`src/rtl/booth_pkg.sv`:
```
// booth_pkg: shared encodings and control-word decode for the Booth multiplier controller
package booth_pkg;
   localparam int DEF_DATA_WIDTH = 16;
   localparam int DEF_COUNT_W = 4;
   localparam logic ALU_ADD = 1'b0;
   localparam logic ALU_SUB = 1'b1;
   localparam logic [2:0] S_IDLE = 3'd0;
   localparam logic [2:0] S_LDM = 3'd1;
   localparam logic [2:0] S_LDQ = 3'd2;
   localparam logic [2:0] S_EVAL = 3'd3;
   localparam logic [2:0] S_ADD = 3'd4;
   localparam logic [2:0] S_SHIFT = 3'd5;
   localparam logic [2:0] S_DONE = 3'd6;
   typedef enum logic [2:0] {
      IDLE = S_IDLE,
      LDM = S_LDM,
      LDQ = S_LDQ,
      EVAL = S_EVAL,
      ADD = S_ADD,
      SHIFT = S_SHIFT,
      DONE = S_DONE
   } state_t;
   typedef struct packed {
      logic busy;
      logic done;
      logic opSel;
      logic loadA;
      logic clearA;
      logic shiftA;
      logic loadQ;
      logic clearQ;
      logic shiftQ;
      logic loadM;
      logic clearM;
      logic clearff;
      logic addSub;
      logic clearCounter;
      logic decr;
   } ctrl_t;
   // eqz is stable from the previous shift until the next one, so the decrement can be decided on entry to SHIFT
   function automatic ctrl_t ctrlFor(state_t s, logic sub, logic eqz);
      ctrl_t c;
      c = '0;
      c.busy = (s != IDLE);
      c.done = (s == DONE);
      c.opSel = (s == LDQ);
      c.loadM = (s == LDM);
      c.clearA = (s == LDM);
      c.clearCounter = (s != LDM);
      c.loadQ = (s == LDQ);
      c.clearff = (s == LDQ);
      c.loadA = (s == ADD);
      c.shiftA = (s == SHIFT);
      c.shiftQ = (s == SHIFT);
      c.addSub = sub;
      c.decr = (s == SHIFT) && !eqz;
      return c;
   endfunction
endpackage

```
`src/rtl/booth_controller.sv`:
```
// booth_controller: sequencing FSM driving every control line of a radix-2 Booth multiplier datapath
module booth_controller
   import booth_pkg::*;
#(
   parameter int DATA_WIDTH = DEF_DATA_WIDTH,
   parameter int COUNT_W = DEF_COUNT_W
) (
   input  logic clk,
   input  logic clear,
   input  logic start,
   input  logic eqz,
   input  logic q0,
   input  logic qm1,
   output logic busy,
   output logic done,
   output logic op_sel,
   output logic loadA,
   output logic clearA,
   output logic shiftA,
   output logic loadQ,
   output logic clearQ,
   output logic shiftQ,
   output logic loadM,
   output logic clearM,
   output logic clearff,
   output logic addSub,
   output logic clearCounter,
   output logic decr,
   output logic count_en
);
   if (DATA_WIDTH != 2 ** COUNT_W) begin : gBadWidth
      $error("DATA_WIDTH must equal 2**COUNT_W");
   end
   state_t state, nextState;
   logic subReg, nextSub;
   ctrl_t ctrl;
   always_comb begin
      nextState = IDLE;
      case (state)
         IDLE: nextState = start ? LDM : IDLE;
         LDM: nextState = LDQ;
         LDQ: nextState = EVAL;
         EVAL: nextState = (q0 ^ qm1) ? ADD : SHIFT;
         ADD: nextState = SHIFT;
         SHIFT: nextState = eqz ? DONE : EVAL;
         default: nextState = IDLE;
      endcase
   end
   assign nextSub = (state == EVAL && q0 && !qm1) ? ALU_SUB :
                    (state == EVAL && !q0 && qm1) ? ALU_ADD : subReg;
   always_ff @(posedge clk or posedge clear) begin
      if (clear) begin
         state <= IDLE;
         subReg <= ALU_ADD;
         ctrl <= ctrlFor(IDLE, ALU_ADD, 1'b1);
      end else begin
         state <= nextState;
         subReg <= nextSub;
         ctrl <= ctrlFor(nextState, nextSub, eqz);
      end
   end
   assign busy = ctrl.busy;
   assign done = ctrl.done;
   assign op_sel = ctrl.opSel;
   assign loadA = ctrl.loadA;
   assign clearA = ctrl.clearA;
   assign shiftA = ctrl.shiftA;
   assign loadQ = ctrl.loadQ;
   assign clearQ = ctrl.clearQ;
   assign shiftQ = ctrl.shiftQ;
   assign loadM = ctrl.loadM;
   assign clearM = ctrl.clearM;
   assign clearff = ctrl.clearff;
   assign addSub = ctrl.addSub;
   assign clearCounter = ctrl.clearCounter;
   assign decr = ctrl.decr;
   assign count_en = ctrl.decr;
endmodule

```
`config.mk`:
```
export PLATFORM = sky130hd
export DESIGN_NAME = booth_controller
export DESIGN_NICKNAME = d
export VERILOG_FILES = /design/src/rtl/booth_pkg.sv /design/src/rtl/booth_controller.sv
export SDC_FILE = /design/constraint.sdc
export NUM_CORES = 1
export LEC_CHECK = 0
export CAP_MARGIN = 25
export CORE_AREA = 2 2 39 41
export CTS_BUF_LIST = sky130_fd_sc_hd__clkbuf_8
export CTS_CLUSTER_SIZE = 12
export DETAILED_ROUTE_END_ITERATION = 7
export DIE_AREA = 0 0 41 43
export PLACE_DENSITY = 0.8
export RECOVER_POWER = 25
export SYNTH_ARGS = -nofsm -noshare
export SYNTH_HDL_FRONTEND = slang
export SYNTH_SLANG_ARGS = --single-unit
```
`constraint.sdc`:
```
create_clock -name clk -period 1.67 [get_ports clk]
set_input_delay 0.334 -clock clk [delete_from_list [all_inputs] [get_ports clk]]
set_output_delay 0.334 -clock clk [all_outputs]
set_load 0.02 [all_outputs]
```
==> results.toml, run 1 <==
[synth]
yosys-top-cells-count = "dfrtp_1, buf_4, nand2_1"
yosys.area.top_type = "dfrtp_1"
synthArstFlopShare_pct = 100.0
syn_area_sq_um = 586.8
synthMuxAreaShare_pct = 0
ys_top_cells_by_area = "dfrtp_1, buf_4, dfstp_2, a21oi_1, a21o_1"
synthSimpleGateAreaFrac_pct = 15.99
ys_ff_latch = 12
ys_seq_area_share_pct = 51.39
synth_cell_types = 30
synth_top_family_by_area = "simple AND/OR/NAND/NOR gates"
yosysTopAreaCellShare_pct = 46.91
synth_compound_area_share_pct = 14.93
yosys.area_share.xor_xnor_pct = 1.493
ys.flop_type = "dfrtp_1"
synth.most_common_cell = "dfrtp_1"
syn_avg_cell_area_sq_um = 10.48
netlist_instances = 56
synthAdderAreaFrac_pct = 0
synth-edff-count = 0
ys_warn_count = 0

[place]
io_buffers = 19
place_area_sq_um = 724.4
gp_congestion = 0.7329
place_hpwl_um = 701.3

[drt]
antenna_left = 0
dr.first_iter.drc_count = 13
first_pass_iters = 4
drc = 0
wl_per_cell_um = 11.19
vias = 435
via_per_inst = 5.058
routed_wl_um = 962

[finish]
multi_input_area_sq_um = 197.7
fillers = 143
final_util_pct = 55.79
nets = 77
fin_area_sq_um = 772.0
area_delta_synth_final_pct = 31.56
n_antenna_cell = 0
drive_above_1_share_pct = 11.43
register_area_sq_um = 301.5

[sta]
setup_viol = 0
fin_tns_setup_ns = 0
slew_violations = 0
hold_viol_final = 0
whs_ns = 0.5417
finalClockSkew_ns = 0.0005135
fmaxAchievable_ghz = 0.6293
rsz0062_at_grt = "false"
fin_crit_sh_pct = 95.15
fin_crit_ns = 1.589

[setup_path]
worst_setup_path_end_kind = "primary output"
slowest_delay_ns = 0.62
r2r_end = "addSub"
path_max_fanout = 4
r2r_cells = 3
critical_path_class = "reg -> out"
crit_required_ns = 1.34
cp-start-kind = "flip-flop"
path_cells = "clkdlybuf4s50_1"
r2r_slack_ns = 0.51
cp.arrival_ns = 1.25
critPathTopFamily = "buffers and inverters"
crit_path_top_delay_cell = "clkdlybuf4s50_1"
timing.rr.start = "state[1]"
path_buf_inv = 1

[clock_network]
tritoncts = "done"
path_clk_slew_ns = 0.05
numCtsBuffers = 3
clkLatencyLatePin_ns = 0.23
cts_hold_buf = 0
htree_levels = 1
cts_sinks = 12
post_cts_resize_count = 0
clock_path_buffers = 2
post_cts_buffers = 0
cts_root_buf = "clkbuf_8"

[global_routing]
antenna_found_initial = 0
grt_pass1_wl_mm = 1.476
gr-total-overflow = 0
first_global_vias = 369
grt_util_all_layers_pct = 12.77
grt_max_degree = 15

[die]
rows = 14
die_width_um = 41
core_area_sq_um = 1384
fp.dieH_um = 43
io_pins = 22
initial_core_util_pct = 42.41
dieArea_sq_um = 1763

[status]
status = "finished, final reports clean"

[power]
power.density_nw_per_um2 = 1894
p_leak_nw = 0.3596
power_mw = 1.462
vdd.ir_drop.worst_v = 0.0009107

[flow_run]
drv_cap = 0

[min_path]
worstHoldPathType = "in -> async"
==> registers in the layout, indices dropped and copies added, names as in the netlist <==
name and flops:
addSub 1, busy 1, clearCounter 1, clearff 1, count_en 1, done 1
loadA 1, loadM 1, shiftQ 1, state 3
==> metrics by stage <==
stage               cells  setup slack (ns)
floorplan              57            0.6680
global placement       82            0.2597
detailed placement     82            0.2524
CTS                    86        0.00004163
global route           86           0.03992
finish                 86           0.08102
==> layout make-up <==
type	count	area share, %
tap	16	2.593
multi-input combinational	31	25.61
timing repair buffer	19	24.96
clock buffer	3	5.348
sequential	12	39.06
inverter	4	1.945
clock inverter	1	0.4862
==> cells by family after synthesis <==
kind of cell | count (synthesis)
buffers and inverters | 14
AOI/OAI and AO/OA | 12
xor gates and xnor gates | 1
and+or+nand+nor | 16
other | 1
DFF | 12
==> power breakdown <==
part	switching [mW]	internal, mW	total [mW]
clock network	0.0974	0.161	0.259
registers	0.142	0.402	0.544
logic	0.315	0.345	0.660
total	0.554	0.908	1.46
==> worst max-delay path by stage <==
| stage | slack (ns) | cells after the start | to | start |
|---|---|---|---|---|
| 2_1_floorplan | 0.67 | 4 | addSub | state[1] |
| 3_3_place_gp | 0.26 | 1 | clearCounter | clearCounter |
| 3_5_place_dp | 0.25 | 1 | clearCounter | clearCounter |
| 4_1_cts | 0.00004 | 1 | clearCounter | clearCounter |
| 5_1_grt | 0.04 | 1 | addSub | addSub |
| 6_report | 0.08 | 1 | addSub | addSub |
==> per-layer routing <==
| metal | track usage (%) | part of all wire [%] | up-vias |
|---|---|---|---|
| met5 | 0 | 0 | - |
| met4 | 8.000 | 2.2 | 0 |
| met3 | 4.712 | 7.7 | 2 |
| met2 | 19.69 | 49 | 23 |
| met1 | 13.95 | 41 | 207 |
| li1 | - | - | 203 |
==> cells in the final DEF, fill, tap and decap left out <==
| cell type | count |
|---|---|
| o21ai_1 | 1 |
| dlymetal6s2s_1 | 1 |
| a22oi_1 | 1 |
| nor2_1 | 2 |
| o22ai_2 | 1 |
| and3b_2 | 1 |
| o21ai_0 | 1 |
| and2b_1 | 1 |
| clkbuf_8 | 3 |
| a21oi_1 | 3 |
| a21oi_2 | 1 |
| nand4b_1 | 1 |
| xnor2_1 | 1 |
| nor4_1 | 1 |
| inv_2 | 1 |
| a21o_1 | 2 |
| nor3b_1 | 1 |
| o21ba_1 | 1 |
| nand2_1 | 4 |
| conb_1 | 2 |
| and2_1 | 1 |
| nor3_1 | 1 |
| dfstp_2 | 1 |
| a22o_1 | 1 |
| clkdlybuf4s50_1 | 17 |
| dfrtp_1 | 11 |
| inv_1 | 4 |
| nor2b_1 | 1 |
| nand3b_1 | 1 |
| and3_1 | 1 |
| dlygate4sd3_1 | 1 |
Note: power is estimated with default switching activity, not from simulation.
==> inputs of run 2 (changes only) <==
Settings changed: CELL_PAD_IN_SITES_DETAIL_PLACEMENT set to 0, CELL_PAD_IN_SITES_GLOBAL_PLACEMENT set to 1, DONT_BUFFER_PORTS set to 1, PLACE_DENSITY 0.8 to 0.74.
==> results.toml, run 2 (synthesis gave the netlist of run 1 again) <==
[status]
status = "finished, final reports clean"

[finish]
fillers = 147
largest_reg_flops = 3
register_area_sq_um = 301.5
multi_input_area_sq_um = 197.7
final_cell_mix = "dfrtp_1, nand2_1, clkbuf_8, inv_1, a21oi_1"
nets = 59
mostFrequentLayoutCell = "dfrtp_1"
n_antenna_cell = 0
area_delta_synth_final_pct = 2.132
largest_register = "state"
drive_above_1_share_pct = 17.31
final_util_pct = 43.31

[sta]
whs_ns = 0.1584
worst_slew_pin_slew_ns = 0.5236
setup_slack_ns = 0.4317
setup_viol = 0
hold_viol_final = 0
fmaxAchievable_ghz = 0.8076
fin_crit_ns = 1.238
fin_tns_setup_ns = 0
slew_violations = 0
finalClockSkew_ns = 0.0003825
fin_crit_sh_pct = 74.15
rsz0062_at_grt = "false"
relSlewSlack_pct = 65.11

[drt]
wl_met2_um = 407
highest_layer = "met4"
drt-met1-wl_um = 368
vias = 338
via_per_inst = 4.971
antenna_left = 0
routed_wl_um = 887
dr.first_iter.drc_count = 3
wl_per_cell_um = 13.04
first_pass_iters = 2
drc = 0
wl_met3_um = 68

[setup_path]
critical_path_class = "reg -> out"
path_max_fanout = 3
cp.arrival_ns = 0.90
cp-start-kind = "flip-flop"
crit_required_ns = 1.34
worst_setup_path_end_kind = "primary output"

[place]
dpl_worst_slack_ns = 0.5139
place_hpwl_um = 633
io_buffers = 0
gp_congestion = 0.7502

[power]
power.density_nw_per_um2 = 2126
clkPwrFrac_pct = 24.4
p_seq_share_pct = 55.7
p_int_mw = 0.7509
swShare_pct = 41.06
power_mw = 1.274
combinationalPowerShare_pct = 19.9
vdd.ir_drop.worst_v = 0.0007265
switching_power_mw = 0.5231
p_leak_nw = 0.2928

[global_routing]
first_global_vias = 311
grt_max_degree = 15
antenna_found_initial = 0
grt_util_all_layers_pct = 13.69
gr-total-overflow = 0
grt_pass1_wl_mm = 1.497

[clock_network]
post_cts_buffers = 0
cts_hold_buf = 1
htree_levels = 1
numCtsBuffers = 3
tritoncts = "done"
clkLatencyLatePin_ns = 0.24
cts_root_buf = "clkbuf_8"
cts_sinks = 12
path_clk_slew_ns = 0.05
post_cts_resize_count = 0
clock_path_buffers = 2

[die]
rows = 14
dieArea_sq_um = 1763
initial_core_util_pct = 42.41
io_pins = 22
core_area_sq_um = 1384
fp.dieH_um = 43
die_width_um = 41

[min_path]
worstHoldPathType = "in -> reg"

[flow_run]
drv_cap = 0
==> run 2: area by class of cell <==
type                            instances  share of cell area [%]
Multi-Input combinational cell         31                   32.99
Sequential cell                        12                   50.31
Timing Repair Buffer                    1                   1.670
Tap cell                               16                   3.340
Clock buffer                            4                   9.186
Inverter                                4                   2.505
==> run 2: through the flow <==
| step | cells | instance area, sq um |
|---|---|---|
| 5_1_grt | 68 | 599.3 |
| 3_3_place_gp | 63 | 534.3 |
| 2_1_floorplan | 57 | 590.6 |
| 3_5_place_dp | 63 | 534.3 |
| 4_1_cts | 68 | 599.3 |
| 6_report | 68 | 599.3 |
==> run 2: worst register-to-register path: stages, from the launching register on <==
cell,delay [ns]
dfrtp_1,0.51
o21ba_1,0.24
o21ai_1,0.19
o22ai_2,0.09
==> run 2: final timing paths <==
kind / from / endpoint / slack, ns / depth (start not counted)
setup / recovery: clearff / op_sel / 0.43 / 0
hold / removal: eqz / count_en / 0.16 / 1
setup reg to reg: state[1] / addSub / 0.51 / 3
hold reg to reg: state[2] / clearff / 0.69 / 1
max in group asynchronous: clear / clearCounter / 0.81 / 2
min in group asynchronous: clear / busy / 0.53 / 2
==> run 2: layer usage <==
layer,vias up,track usage [%]
li1,169,-
met1,150,15.28
met2,15,18.44
met3,4,4.712
met4,0,14.00
met5,-,0
==> run 2: power groups by stage <==
| stage | registers, mW | logic [mW] | clock network, mW |
|---|---|---|---|
| floorplan | 0.564 | 0.463 | 0 |
| global route | 0.747 | 0.289 | 0.336 |
| CTS | 0.709 | 0.260 | 0.322 |
| finish | 0.709 | 0.253 | 0.311 |
| global placement | 0.710 | 0.252 | 0 |
| detailed placement | 0.716 | 0.257 | 0 |
